==> config.mk <==
export PLATFORM = sky130hd
export DESIGN_NAME = fu_share_arbiter
export DESIGN_NICKNAME = d
export VERILOG_FILES = /design/src/rtl/fu_share_arbiter.sv
export SDC_FILE = /design/constraint.sdc
export NUM_CORES = 1
export LEC_CHECK = 0
export BUFFER_PORTS_ARGS = -buffer_cell sky130_fd_sc_hd__buf_4
export CAP_MARGIN = 20
export CORE_AREA = 5 5 308 310
export CTS_CLUSTER_DIAMETER = 60
export DETAILED_ROUTE_END_ITERATION = 8
export DIE_AREA = 0 0 313 315
export PLACE_DENSITY = 0.3
export SLEW_MARGIN = 25
export SYNTH_ARGS = -nofsm -noshare
export SYNTH_HDL_FRONTEND = slang
export SYNTH_SLANG_ARGS = --single-unit
==> constraint.sdc <==
create_clock -name clk -period 5.2 [get_ports clk]
set_clock_uncertainty 0.15 [all_clocks]
set_input_delay 0 -clock clk [delete_from_list [all_inputs] [get_ports clk]]
set_output_delay 0 -clock clk [all_outputs]
set_load 0.05 [all_outputs]
==> src/rtl/fu_share_arbiter.sv <==
// Round-robin arbiter sharing one fixed-latency pipelined functional unit among
// several cores; a tag pipeline tracks each issued op and steers its result home.
module fu_share_arbiter #(
    parameter int W       = 64,
    parameter int NCORE   = 4,
    parameter int LAT     = 7,
    parameter int OPW     = 3,
    parameter int MAX_OUT = 4
) (
    input  logic                 clk,
    input  logic                 rst,
    input  logic [NCORE-1:0]     req,
    input  logic [NCORE*W-1:0]   op_a,
    input  logic [NCORE*W-1:0]   op_b,
    input  logic [NCORE*OPW-1:0] op_code,
    output logic [NCORE-1:0]     gnt,
    output logic                 fu_valid,
    output logic [W-1:0]         fu_a,
    output logic [W-1:0]         fu_b,
    output logic [OPW-1:0]       fu_op,
    input  logic [W-1:0]         fu_result,
    output logic [NCORE-1:0]     res_valid,
    output logic [W-1:0]         res_data,
    output logic                 busy
);

    localparam int IW  = (NCORE > 1) ? $clog2(NCORE) : 1;
    localparam int IW1 = IW + 1;
    localparam int CW  = $clog2(MAX_OUT + 1);
    localparam logic [CW-1:0] CNT_MAX = CW'(MAX_OUT);

    logic [IW-1:0]             ptr_reg, ptr_next;
    logic [NCORE-1:0][CW-1:0]  cnt_reg, cnt_next;
    logic [LAT-1:0]            tag_valid_reg;
    logic [LAT-1:0][IW-1:0]    tag_id_reg;
    logic [NCORE-1:0]          elig;
    logic                      found;
    logic [IW-1:0]             gnt_id;
    logic [IW:0]               arb_sum;
    logic [IW-1:0]             arb_idx;

    genvar gi;
    generate
        for (gi = 0; gi < NCORE; gi++) begin : g_core
            // Eligibility uses only the registered count; a return this cycle frees a slot next cycle.
            assign elig[gi]      = req[gi] && (cnt_reg[gi] < CNT_MAX);
            assign gnt[gi]       = found && (gnt_id == IW'(gi));
            assign res_valid[gi] = tag_valid_reg[LAT-1] && (tag_id_reg[LAT-1] == IW'(gi));
            assign cnt_next[gi]  = (gnt[gi] && !res_valid[gi]) ? cnt_reg[gi] + CW'(1) :
                                   (!gnt[gi] && res_valid[gi]) ? cnt_reg[gi] - CW'(1) :
                                   cnt_reg[gi];
        end
    endgenerate

    always_comb begin
        found   = 1'b0;
        gnt_id  = '0;
        arb_sum = '0;
        arb_idx = '0;
        for (int k = 0; k < NCORE; k++) begin
            arb_sum = {1'b0, ptr_reg} + IW1'(k);
            if (arb_sum >= IW1'(NCORE)) begin
                arb_sum = arb_sum - IW1'(NCORE);
            end
            arb_idx = arb_sum[IW-1:0];
            if (!found && elig[arb_idx]) begin
                found  = 1'b1;
                gnt_id = arb_idx;
            end
        end
        if (rst) begin
            found = 1'b0;
        end
    end

    always_comb begin
        ptr_next = ptr_reg;
        if (found) begin
            ptr_next = (gnt_id == IW'(NCORE - 1)) ? '0 : gnt_id + IW'(1);
        end
    end

    // One-hot grant makes an AND-OR mux; idle cycles present zeros to the unit.
    always_comb begin
        fu_a  = '0;
        fu_b  = '0;
        fu_op = '0;
        for (int i = 0; i < NCORE; i++) begin
            if (gnt[i]) begin
                fu_a  = fu_a  | op_a[i*W +: W];
                fu_b  = fu_b  | op_b[i*W +: W];
                fu_op = fu_op | op_code[i*OPW +: OPW];
            end
        end
    end

    assign fu_valid = found;
    assign res_data = fu_result;
    assign busy     = |tag_valid_reg;

    always_ff @(posedge clk or posedge rst) begin
        if (rst) begin
            ptr_reg       <= '0;
            cnt_reg       <= '0;
            tag_valid_reg <= '0;
            tag_id_reg    <= '0;
        end else begin
            ptr_reg          <= ptr_next;
            cnt_reg          <= cnt_next;
            tag_valid_reg[0] <= found;
            tag_id_reg[0]    <= gnt_id;
            for (int k = 1; k < LAT; k++) begin
                tag_valid_reg[k] <= tag_valid_reg[k-1];
                tag_id_reg[k]    <= tag_id_reg[k-1];
            end
        end
    end

endmodule

# [Yosys cells after proc, flatten, opt, wreduce, memory -nomap -nowiden]
# Index checks and enable logic that the tools add are counted.
[op_classes] addsub=16 n_mux=42 bitwise_logic=9 order_cmp=12 n_reduce_logical=41 eq_ne=6
[op_table] operator="$mux 64" count=8
[op_table] operator="$or 64x64->64" count=6
[op_table] operator="$mux 3" count=12
[op_table] operator="$logic_and 1x1->1" count=23
[op_table] operator="$mux 2" count=9
[op_table] operator="$add 3x1->3 const B" count=4
[op_table] operator="$lt 2x3->1 const B" count=4
[op_table] operator="$lt 3x3->1 const B" count=4
[op_table] operator="$sub 3x1->3 const B" count=4
[op_table] operator="$logic_not 1->1" count=11
[op_table] operator="$ge 3x3->1 const B" count=3
[op_table] operator="$mux 1" count=9
[op_table] operator="$or 3x3->3" count=3
[op_table] operator="$bmux 1 s2" count=4
[op_table] operator="$eq 2x2->1 const B" count=4
[op_table] operator="$reduce_bool 2->1" count=4
[op_table] operator="$sub 2x1->2 const B" count=4
[op_table] operator="$reduce_or 7->1" count=1
[op_table] operator="$add 2x2->3 const B" count=2
[op_table] operator="$eq 2x1->1 const B" count=2
[op_table] operator="$logic_not 2->1" count=2
[op_table] operator="$add 2x1->3 const B" count=1
[op_table] operator="$ge 2x3->1 const B" count=1
[op_table] operator="$add 2x1->2 const B" count=1
[word_totals] ff_bits=35 input_bits=594 elab_cells=139 output_inout_bits=205

# [Longest topological paths before layout]
[logic_depth] depth_word=23 depth_mapped=18 depth_no_buf=13

# [Worst setup path after synthesis]
# Ideal clock, no wire load.
[synth_path] path_kind="reg2reg" start="register cnt_reg[2] in the netlist's numbering" end="register cnt_reg[5] in the netlist's numbering" slack_ps=895 setup_ps=79 t_arrival_ps=4075 stages_incl_launch_ff=19 n_path_buf=6 path_cell_list="dfrtp_1 -> nor2b_1 -> nor4_4 -> buf_6 -> buf_4 -> buf_4 -> nor2_1 -> ha_1 -> nor2b_1 -> buf_2 -> buf_2 -> buf_1 -> nor2b_1 -> ha_1 -> inv_1 -> fa_1 -> xor2_1 -> nor2_1 -> xor2_1"
[synth_between] elab_chain_len=19 elab_cells_between_ends=32
[synth_lines] item="start: declaration" line="33" text="logic [NCORE-1:0][CW-1:0] cnt_reg, cnt_next;"
[synth_lines] item="start signal: assignment" line="109" text="cnt_reg <= cnt_next;"
[synth_lines] item="$lt 3x3->1 *" line="46" text="assign elig[gi] = req[gi] && (cnt_reg[gi] < CNT_MAX);"
[synth_lines] item="$logic_and 1x1->1 *" line="46"
[synth_lines] item="$bmux 1 s2" line="66" text="if (!found && elig[arb_idx]) begin"
[synth_lines] item="$mux 1 (implied by the code)" line="66"
[synth_lines] item="$mux 1" line="66"
[synth_lines] item="$logic_not 1->1" line="66"
[synth_lines] item="$logic_and 1x1->1" line="66"
[synth_lines] item="$mux 1" line="66"
[synth_lines] item="[5 not listed]"
[synth_lines] item="$mux 2 *" line="66"
[synth_lines] item="net gnt_id[0]" line="38" text="logic [IW-1:0] gnt_id;"
[synth_lines] item="$eq 2x1->1 *" line="47" text="assign gnt[gi] = found && (gnt_id == IW'(gi));"
[synth_lines] item="$logic_and 1x1->1 *" line="47"
[synth_lines] item="net gnt[1]" line="16" text="output logic [NCORE-1:0] gnt,"
[synth_lines] item="$logic_not 1->1" line="50" text="(!gnt[gi] && res_valid[gi]) ? cnt_reg[gi] - CW'(1) :"
[synth_lines] item="$logic_and 1x1->1" line="50"
[synth_lines] item="$reduce_bool 2->1 (no line)"
# The timed path passes the listed nets; every way through them passes the cells marked *. The select of a mux whose other input is x is not followed.
# A chain may end at the register's enable or synchronous reset.

# [Worst setup path in the final report]
[layout_path] start="register cnt_reg[11] in the netlist's numbering" end="output port fu_op[0]"
[layout_between] elab_chain_len=23 elab_cells_between_ends=40
[layout_lines] item="$lt 3x3->1 *" line="46"
[layout_lines] item="$logic_and 1x1->1 *" line="46"
[layout_lines] item="$bmux 1 s2" line="66"
[layout_lines] item="$mux 1 (implied by the code)" line="66"
[layout_lines] item="$mux 1" line="66"
[layout_lines] item="$logic_not 1->1" line="66"
[layout_lines] item="$logic_and 1x1->1" line="66"
[layout_lines] item="$mux 1" line="66"
[layout_lines] item="[7 not listed]"
[layout_lines] item="$logic_and 1x1->1" line="47"
[layout_lines] item="$mux 3" line="89" text="if (gnt[i]) begin"
[layout_lines] item="$or 3x3->3" line="92" text="fu_op = fu_op | op_code[i*OPW +: OPW];"
[layout_lines] item="$mux 3" line="89"
[layout_lines] item="$or 3x3->3" line="92"
[layout_lines] item="$mux 3" line="89"
[layout_lines] item="$or 3x3->3" line="92"
[layout_lines] item="$mux 3 *" line="89"
[layout_lines] item="end: declaration" line="20" text="output logic [OPW-1:0] fu_op,"
# Mark *: on every way between the ends. The rest lies on a longest branch, timed or not. The select of a mux whose other input is x is not followed.

==> metrics.cfg <==
[clock_network]
cts.sinks = 35
cts_tree = built
cts_setup_buffers = 0
insertion_delay_ps = 280
root_buffer = clkbuf_16
clk_pin_slew_worst_paths_ps = 60
cts_buffers = 5
cts_buffer_depth = 2
htreeDepth = 2

[synth]
synth_cell_type_count = 37
synth_area_mm2 = 0.00540
synth_edf_count = 0
ys_ff_latch = 35
syn_area_per_cell_um2 = 8.36
yosys_most_used_dff = dfrtp_1
yosysSeqAreaShare_pct = 16.2
synth-compound-area-share_pct = 55.6
synthAdderAreaFrac_pct = 3.33
synth_xor_area_share_pct = 1.95
yosys_warnings = 0
synth_cells = 646
synthMuxAreaShare_pct = 1.25
synth-simple-area-share_pct = 3.87
postSynth.asyncResetShare_pct = 100
syn_nets = 1252
synth_top_family_by_area = compound AO/OA/AOI/OAI gates

[route]
via_per_inst = 3.35
vias = 8249
wl_per_cell_um = 23.5
antenna_left = 0
drt-total-wl_mm = 57.7
drt_iter0_markers = 359
first_pass_iters = 4
remaining_drc_errors = 0

[outcome]
status = complete, no violations

[floorplanning]
die_x_um = 313
die_y_um = 315
coreArea_mm2 = 0.0914
fp.dieArea_mm2 = 0.0986
design.portCount = 799
row_count = 111
initial_utilization_pct = 5.91

[global_route]
first_global_vias = 8658
grt_usage_pct = 10.5
grt_remaining_overflow = 0
grt_max_degree = 132
grt_antenna_before_repair = 14
grt_pass1_wl_mm = 73.9

[power]
p_sw_share_pct = 60.5
power_frac_clock_pct = 6.9
p_int_mw = 1.66
combPwrFrac_pct = 82.8
power_leakage_nw = 5.16
pwr_density_cell_mw_per_mm2 = 351
power.switching_mw = 2.55
p_seq_share_pct = 10.3
ir_worst_vdd_v = 0.000168

[final_layout]
fin_area_mm2 = 0.0120
layout-drive-gt1-share_pct = 56.0
fin_util_pct = 13.1
layout_common_cells = buf_4, a21oi_1, a22o_1, o2bb2ai_1, dlygate4sd3_1
final_nets = 1872
largest_reg_flops = 14
final_common_cell = buf_4
areaGrowthSynthToFinish_pct = 122

[critical_path]
cp_common_cell = buf_4
cp_max_fo = 28
slowest_delay_ps = 480
path_cells = nor2b_1 > nor4_4 > buf_4 > or2_2 > ha_1 > nor2b_4 > buf_4 > a22o_1 > a21oi_1 > o2bb2ai_1 > buf_4
start_kind = flip-flop
crit_slowest_cell = nor2b_4
crit_required_ps = 5050
critPathKind = reg -> out
critPathCaptureType = output pin
reg2regPathDepth = 13
crit_arrival_ps = 3540

[sta]
setup_viol_count_final = 0
min_period_ps = 3690
final-hold-violation-count = 0
worst_pin_slew_ps = 851
max_freq_mhz = 271
fin_tns_setup_ps = 0
fin_crit_sh_pct = 70.9
slew_headroom_pct = 43.2
rsz0062_at_grt = no
maxSlewViolCount = 0
hold_slack_ps = 115

[placed_design]
io_buffers = 670
post-dp-hpwl_mm = 48.3
placed_cell_area_mm2 = 0.0112
place.gp.congestion = 0.869

[flow_run]
cap_violations = 0

[hold_path]
hp-class = in -> reg
hold_depth = 5

[final cells by class]
type / count / area [um2]
Sequential cell: 35 / 876
Fill cell: 10600 / 79400
Tap cell: 1186 / 1480
Clock buffer: 5 / 125
Timing Repair Buffer: 751 / 5860
Inverter: 11 / 41.3
Clock inverter: 3 / 20.0
Antenna cell: 7 / 17.5
Multi-Input combinational cell: 462 / 3590
[metrics by stage]
stage / instances / power, mW / worst slack, ps
3_5_place_dp: 2380 / 3.84 / 1590
4_1_cts: 2453 / 4.28 / 1280
3_3_place_gp: 2380 / 3.83 / 1600
6_report: 2460 / 4.21 / 1510
5_1_grt: 2454 / 4.43 / 1190
2_1_floorplan: 646 / 2.66 / 895
[critical path: cells and delay by family (launching register included)]
kind	cells	cell delay, ps
flops	1	390
simple gates	4	1040
buf+inv	3	1030
compound gates	3	590
fa+ha+maj	1	140
[synthesized netlist by cell type (all sizes together) (2+ instances only)]
master | count | area [um2]
a21oi | 133 | 666
a22o | 131 | 1150
buf | 120 | 852
clkbuf | 18 | 67.6
dfrtp | 35 | 876
fa | 4 | 80.1
ha | 8 | 100
inv | 11 | 41.3
mux2 | 6 | 67.6
nand2 | 3 | 11.3
nor2 | 6 | 22.5
nor2b | 9 | 58.8
nor4 | 2 | 27.5
o2bb2ai | 131 | 1150
or2 | 2 | 12.5
xnor2 | 4 | 35.0
xor2 | 8 | 70.1
[kinds of logic after synthesis]
group,after synthesis
and+or+nand+nor,31
AOI/OAI and AO/OA,401
xor gates and xnor gates,12
muxes,6
buffers and inverters,149
adders and majority gates,12
DFF,35
[routing by layer]
metal	share of wire, %	global-route usage [%]	vias up
met5	0.043	0	-
met4	2.1	1.95	4
met3	9.3	3.64	42
met2	48	17.9	558
met1	41	13.0	3895
li1	-	-	3750
[power groups by stage]
stage	Clock, mW	Combinational, mW	Sequential (mW)
floorplan	0	2.24	0.421
detailed placement	0	3.40	0.437
global route	0.311	3.67	0.450
global placement	0	3.39	0.436
finish	0.291	3.49	0.433
CTS	0.298	3.55	0.435
[worst paths after layout]
kind	from	endpoint	slack, ps
hold reg to reg	tag_id_reg[9]	tag_id_reg[11]	200
setup / recovery	cnt_reg[11]	fu_op[0]	1510
hold / removal	req[3]	tag_id_reg[0]	110
min in group asynchronous	rst	tag_valid_reg[1]	240
setup reg to reg	cnt_reg[11]	cnt_reg[8]	1710
max in group asynchronous	rst	tag_id_reg[7]	3960
[what timing repair did]
| item | CTS | global route |
|---|---|---|
| hold buffers | 65 | 0 |
| endpoints found under the setup margin | 0 | 0 |
| gates resized for setup | 0 | 0 |
| endpoints found under the hold margin | 78 | 0 |
(Power assumes the default switching activity.)
